File: src/rtl/hazard_detection_unit.sv
// Pipeline hazard detection: load-use / branch-on-load stalls, memory-wait freeze,
// branch/jump redirect flush, timeout flag and saturating stall/flush counters.
module hazard_detection_unit #(
   parameter int unsigned TIMEOUT = 255
) (
   input  logic        clk,
   input  logic        rst_n,
   input  logic [4:0]  IF_ID_rs1,
   input  logic [4:0]  IF_ID_rs2,
   input  logic [4:0]  ID_EX_rd,
   input  logic        ID_EX_mem_read,
   input  logic [4:0]  EX_MEM_rd,
   input  logic        EX_MEM_mem_read,
   input  logic        EX_MEM_mem_access,
   input  logic        mem_ready,
   input  logic        branch,
   input  logic        branch_taken,
   input  logic        jump,
   output logic        pc_write,
   output logic        IF_ID_write,
   output logic        ID_EX_bubble,
   output logic        IF_ID_flush,
   output logic        freeze,
   output logic [1:0]  hdu_state,
   output logic        mem_timeout,
   output logic [15:0] stall_cnt,
   output logic [15:0] flush_cnt
);

   localparam int unsigned WAIT_W = 8;
   localparam int unsigned CNT_W  = 16;
   localparam logic [WAIT_W-1:0] WAIT_MAX     = '1;
   localparam logic [WAIT_W-1:0] TIMEOUT_LAST = WAIT_W'(TIMEOUT - 1);
   localparam logic [CNT_W-1:0]  CNT_MAX      = '1;

   typedef enum logic [1:0] {
      ST_RUN      = 2'b00,
      ST_BUBBLE   = 2'b01,
      ST_MEM_WAIT = 2'b10
   } state_e;

   state_e             state_q, state_d;
   logic [WAIT_W-1:0]  wait_cnt_q, wait_cnt_d;
   logic               timeout_q, timeout_d;
   logic [CNT_W-1:0]   stall_cnt_q, stall_cnt_d;
   logic [CNT_W-1:0]   flush_cnt_q, flush_cnt_d;

   logic mem_wait, load_use, br_load, hazard, redirect;

   // Hazard terms; x0 never creates a dependency.
   always_comb begin
      mem_wait = EX_MEM_mem_access & ~mem_ready;
      load_use = ID_EX_mem_read & (ID_EX_rd != 5'd0) &
                 ((ID_EX_rd == IF_ID_rs1) | (ID_EX_rd == IF_ID_rs2));
      br_load  = branch & EX_MEM_mem_read & (EX_MEM_rd != 5'd0) &
                 ((EX_MEM_rd == IF_ID_rs1) | (EX_MEM_rd == IF_ID_rs2));
      hazard   = load_use | br_load;
      redirect = branch_taken | jump;
   end

   // Priority decision: mem_wait > hazard stall > redirect > run.
   always_comb begin
      pc_write     = 1'b1;
      IF_ID_write  = 1'b1;
      ID_EX_bubble = 1'b0;
      IF_ID_flush  = 1'b0;
      freeze       = 1'b0;
      state_d      = ST_RUN;
      if (mem_wait) begin
         freeze      = 1'b1;
         pc_write    = 1'b0;
         IF_ID_write = 1'b0;
         state_d     = ST_MEM_WAIT;
      end else if (hazard) begin
         pc_write     = 1'b0;
         IF_ID_write  = 1'b0;
         ID_EX_bubble = 1'b1;
         state_d      = ST_BUBBLE;
      end else if (redirect) begin
         IF_ID_flush = 1'b1;
      end
   end

   // Wait tracking, sticky timeout and saturating performance counters.
   always_comb begin
      wait_cnt_d  = '0;
      timeout_d   = timeout_q;
      stall_cnt_d = stall_cnt_q;
      flush_cnt_d = flush_cnt_q;
      if (mem_wait) begin
         wait_cnt_d = (wait_cnt_q == WAIT_MAX) ? wait_cnt_q : wait_cnt_q + WAIT_W'(1);
         if (wait_cnt_q == TIMEOUT_LAST) begin
            timeout_d = 1'b1;
         end
      end
      if (!pc_write && (stall_cnt_q != CNT_MAX)) begin
         stall_cnt_d = stall_cnt_q + CNT_W'(1);
      end
      if (IF_ID_flush && (flush_cnt_q != CNT_MAX)) begin
         flush_cnt_d = flush_cnt_q + CNT_W'(1);
      end
   end

   always_ff @(posedge clk or negedge rst_n) begin
      if (!rst_n) begin
         state_q     <= ST_RUN;
         wait_cnt_q  <= '0;
         timeout_q   <= 1'b0;
         stall_cnt_q <= '0;
         flush_cnt_q <= '0;
      end else begin
         state_q     <= state_d;
         wait_cnt_q  <= wait_cnt_d;
         timeout_q   <= timeout_d;
         stall_cnt_q <= stall_cnt_d;
         flush_cnt_q <= flush_cnt_d;
      end
   end

   assign hdu_state   = state_q;
   assign mem_timeout = timeout_q;
   assign stall_cnt   = stall_cnt_q;
   assign flush_cnt   = flush_cnt_q;

endmodule

File: config.mk
export PLATFORM = sky130hd
export DESIGN_NAME = hazard_detection_unit
export DESIGN_NICKNAME = d
export VERILOG_FILES = /design/src/rtl/hazard_detection_unit.sv
export SDC_FILE = /design/constraint.sdc
export NUM_CORES = 1
export LEC_CHECK = 0
export CAP_MARGIN = 20
export CORE_MARGIN = 5
export CORE_UTILIZATION = 25
export CTS_CLUSTER_SIZE = 8
export DETAILED_ROUTE_END_ITERATION = 6
export SLEW_MARGIN = 0
export SYNTH_ARGS = -nofsm -noshare
export SYNTH_HDL_FRONTEND = slang
export SYNTH_SLANG_ARGS = --single-unit
File: constraint.sdc
create_clock -name clk -period 3.4 [get_ports clk]
set_input_delay 0.68 -clock clk [delete_from_list [all_inputs] [get_ports clk]]
set_output_delay 0.68 -clock clk [all_outputs]
set_load 0.01 [all_outputs]
==> results.toml <==
[setup_path]
critical_path.cell_chain = "clkdlybuf4s50_1 > or4_4 > o211ai_4 > buf_4 > o22a_2 > nor2_1 > dlygate4sd2_1"
ff2ff_setup_slack_ns = 1.11
r2r-end = "stall_cnt[1]$_DFFE_PN0P_"
crit_type = "in -> out"
start_kind = "input pin"
critical-path-top-delay-family = "buffers and inverters"
critPathBufInv = 3
max_stage_delay_ns = 0.56
r2r_start = "stall_cnt[0]$_DFFE_PN0P_"
cp_slowest_cell = "or4_4"
worstPathArrival_ns = 2.54
cp-startpoint = "EX_MEM_rd[2]"
crit_path_end_kind = "primary output"
reg2reg_depth = 7
required_ns = 2.72
worst-path-max-fanout = 3

[clock_network]
clk_pin_slew_ns = 0.07
ctsRootBufferMaster = "clkbuf_8"
postCtsHoldBufs = 0
clk_latency_ns = 0.28
cts_tree = "done"
cts.sinks = 43
cts_buffers = 5
clk_path_buf_depth = 2
htreeDepth = 2

[yosys]
synth_top_area_cell = "dfrtp_1"
synthTopCellsByArea = "dfrtp_1 44%, xor2_1 13%, xnor2_1 6.8%"
synth_top_area_share_pct = 44.1
synth-edff-count = 0
synth_flop_cell = "dfrtp_1"
ys_warn_count = 0
async_flop_share_pct = 100
syn_area_um2 = 2440
synth_seq_cells = 43
postSynthNetCount = 258
syn-instance-count = 225
avgSynthCellArea_um2 = 10.8
yosysUniqueCellTypes = 43
seq_area_frac_synth_pct = 44.1

[placement]
gp_routability_congestion = 0.850
post-place-ws_ns = -0.0411
portBuffers = 68
hpwl_um = 4420

[finish]
fillCellCount = 994
area_delta_synth_final_pct = 39.3
utilization_pct = 35.2
fin_nets = 337
diodes = 0
drive_gt1_share_pct = 13.9

[sta]
hold_slack_ns = 0.479
drv_slew = 0
hold_viol_final = 0
fin_crit_ns = 3.22
slew_headroom_pct = 36.2
setup_ws_ns = 0.184
period_share_pct = 94.6
rsz0062_at_grt = "false"
worstMarginPinSlew_ns = 0.956
skew_ns = 0.00598
clock.fmax_ghz = 0.311
setup_viol = 0
fin_setup_tns_ns = 0

[pwr]
p_int_uw = 1100
powerDensity_nw_per_um2 = 486
p_switching_uw = 551
seqPwrFrac_pct = 45.9
swShare_pct = 33.4
vdd_ir_drop_max_mv = 0.298
p_comb_share_pct = 36.2
clkPwrFrac_pct = 17.9
totalPowerFinal_uw = 1650
p_leak_uw = 0.00140

[grt]
grt_pass1_wl_um = 9460
overflow = 0
antenna_found_initial = 0
track_usage_pct = 9.98
grt_pass1_vias = 1998
grt_max_degree = 44

[worst_hold_path]
min_path_type = "reg -> reg"
worstHoldStart = "mem_timeout$_DFFE_PN0P_"
min_path_cells = 1
whs_endpoint = "mem_timeout$_DFFE_PN0P_"

[die]
core_um2 = 9640
die_w_um = 109
start_util_pct = 25.3
dieHeight_um = 109
io_pins = 69
dieArea_um2 = 11800
fp-row-count = 36

[routing]
drt_iter0_markers = 62
dr.pass1.iters = 4
num_vias = 1925
wl_per_cell_um = 12.9
ant_nets = 0
drc = 0
via_per_inst = 4.42
wl_um = 5610

[job]
drv_cap = 0

[run_status]
status = "finished, final reports clean"
[layout by cell type, fill, tap and decap left out, drive strengths merged, types with 3 or more instances in the layout]
cell | synthesis | layout
clkdlybuf4s50 | 0 | 63
dfrtp | 43 | 43
xor2 | 35 | 35
xnor2 | 19 | 19
nor3 | 16 | 16
nand3 | 15 | 15
nor2 | 15 | 15
and3 | 13 | 13
nand4 | 12 | 12
buf | 6 | 12
nand2 | 8 | 8
inv | 6 | 6
clkbuf | 1 | 6
ha | 4 | 4
dlygate4sd2 | 0 | 4
nor4 | 3 | 3
a31oi | 3 | 3
o21ai | 3 | 3
[what timing repair did]
item	in CTS	in global routing
hold endpoints to repair	0	0
gates resized for setup	5	0
buffers inserted	1	0
endpoints found under the setup margin	4	0
[synthesized netlist by cell type, types with 2 or more instances]
library cell	count
a22oi_2	2
a31oi_1	3
and3_1	13
and4_1	2
buf_2	4
dfrtp_1	43
ha_1	4
inv_1	6
nand2_1	8
nand3_1	15
nand4_1	12
nor2_1	14
nor3_1	8
nor3_2	7
nor4_2	3
o21ai_0	2
xnor2_1	19
xor2_1	35
[layer usage]
metal	GRT usage (%)	wire length, um	vias up
met5	0	0	-
met4	2.43	73	0
met3	2.72	291	6
met2	16.7	2740	39
met1	12.8	2500	926
li1	-	-	954
[flip-flops by register name (all words and copies together) (netlist names)]
| name | flops |
|---|---|
| stall_cnt | 16 |
| flush_cnt | 16 |
| wait_cnt_q | 8 |
| hdu_state | 2 |
| mem_timeout | 1 |
[final cells by class]
| cell class | instances | area [um2] | area share [%] |
|---|---|---|---|
| multi-input cells | 169 | 1300 | 38.4 |
| flip-flops and latches | 43 | 1080 | 31.7 |
| inverters | 6 | 22.5 | 0.663 |
| repair buffers | 79 | 753 | 22.2 |
| well taps | 133 | 166 | 4.90 |
| clock buffers | 6 | 72.6 | 2.14 |
[kinds of logic after synthesis]
logic type,count (synthesis),synth area share (%)
muxes,2,0.924
and+or+nand+nor,94,24.1
AOI/OAI and AO/OA,15,6.67
buffers and inverters,13,2.67
DFF,43,44.1
xor gates and xnor gates,54,19.4
adders and majority gates,4,2.05
[worst max path at each step]
| stage | slack [ns] | cells past startpoint | endpoint |
|---|---|---|---|
| 2_1_floorplan | 0.68 | 6 | pc_write |
| 3_3_place_gp | -0.03 | 8 | ID_EX_bubble |
| 3_5_place_dp | -0.04 | 6 | IF_ID_write |
| 4_1_cts | 0.17 | 7 | ID_EX_bubble |
| 5_1_grt | 0.11 | 7 | ID_EX_bubble |
| 6_report | 0.18 | 7 | ID_EX_bubble |
[per-stage QoR]
step / cell area (um2) / instances
6_report: 3390 / 436
5_1_grt: 3390 / 436
4_1_cts: 3390 / 436
3_5_place_dp: 3310 / 429
3_3_place_gp: 3310 / 429
2_1_floorplan: 2440 / 225
[worst register-to-register path: stages, from the launching register on]
cell,delay (ns)
dfrtp_1,0.41
ha_1,0.19
and3_1,0.18
and2_1,0.14
and3_1,0.25
nand3_1,0.41
nand2_1,0.26
mux2_2,0.34
[power groups by stage]
stage          Combinational [uW]  Sequential (uW)  Clock [uW]
2_1_floorplan                 229              793           0
3_3_place_gp                  598              768           0
3_5_place_dp                  608              771           0
4_1_cts                       609              761         318
5_1_grt                       658              784         335
6_report                      598              757         296
Power figures use the tool's default switching activity.
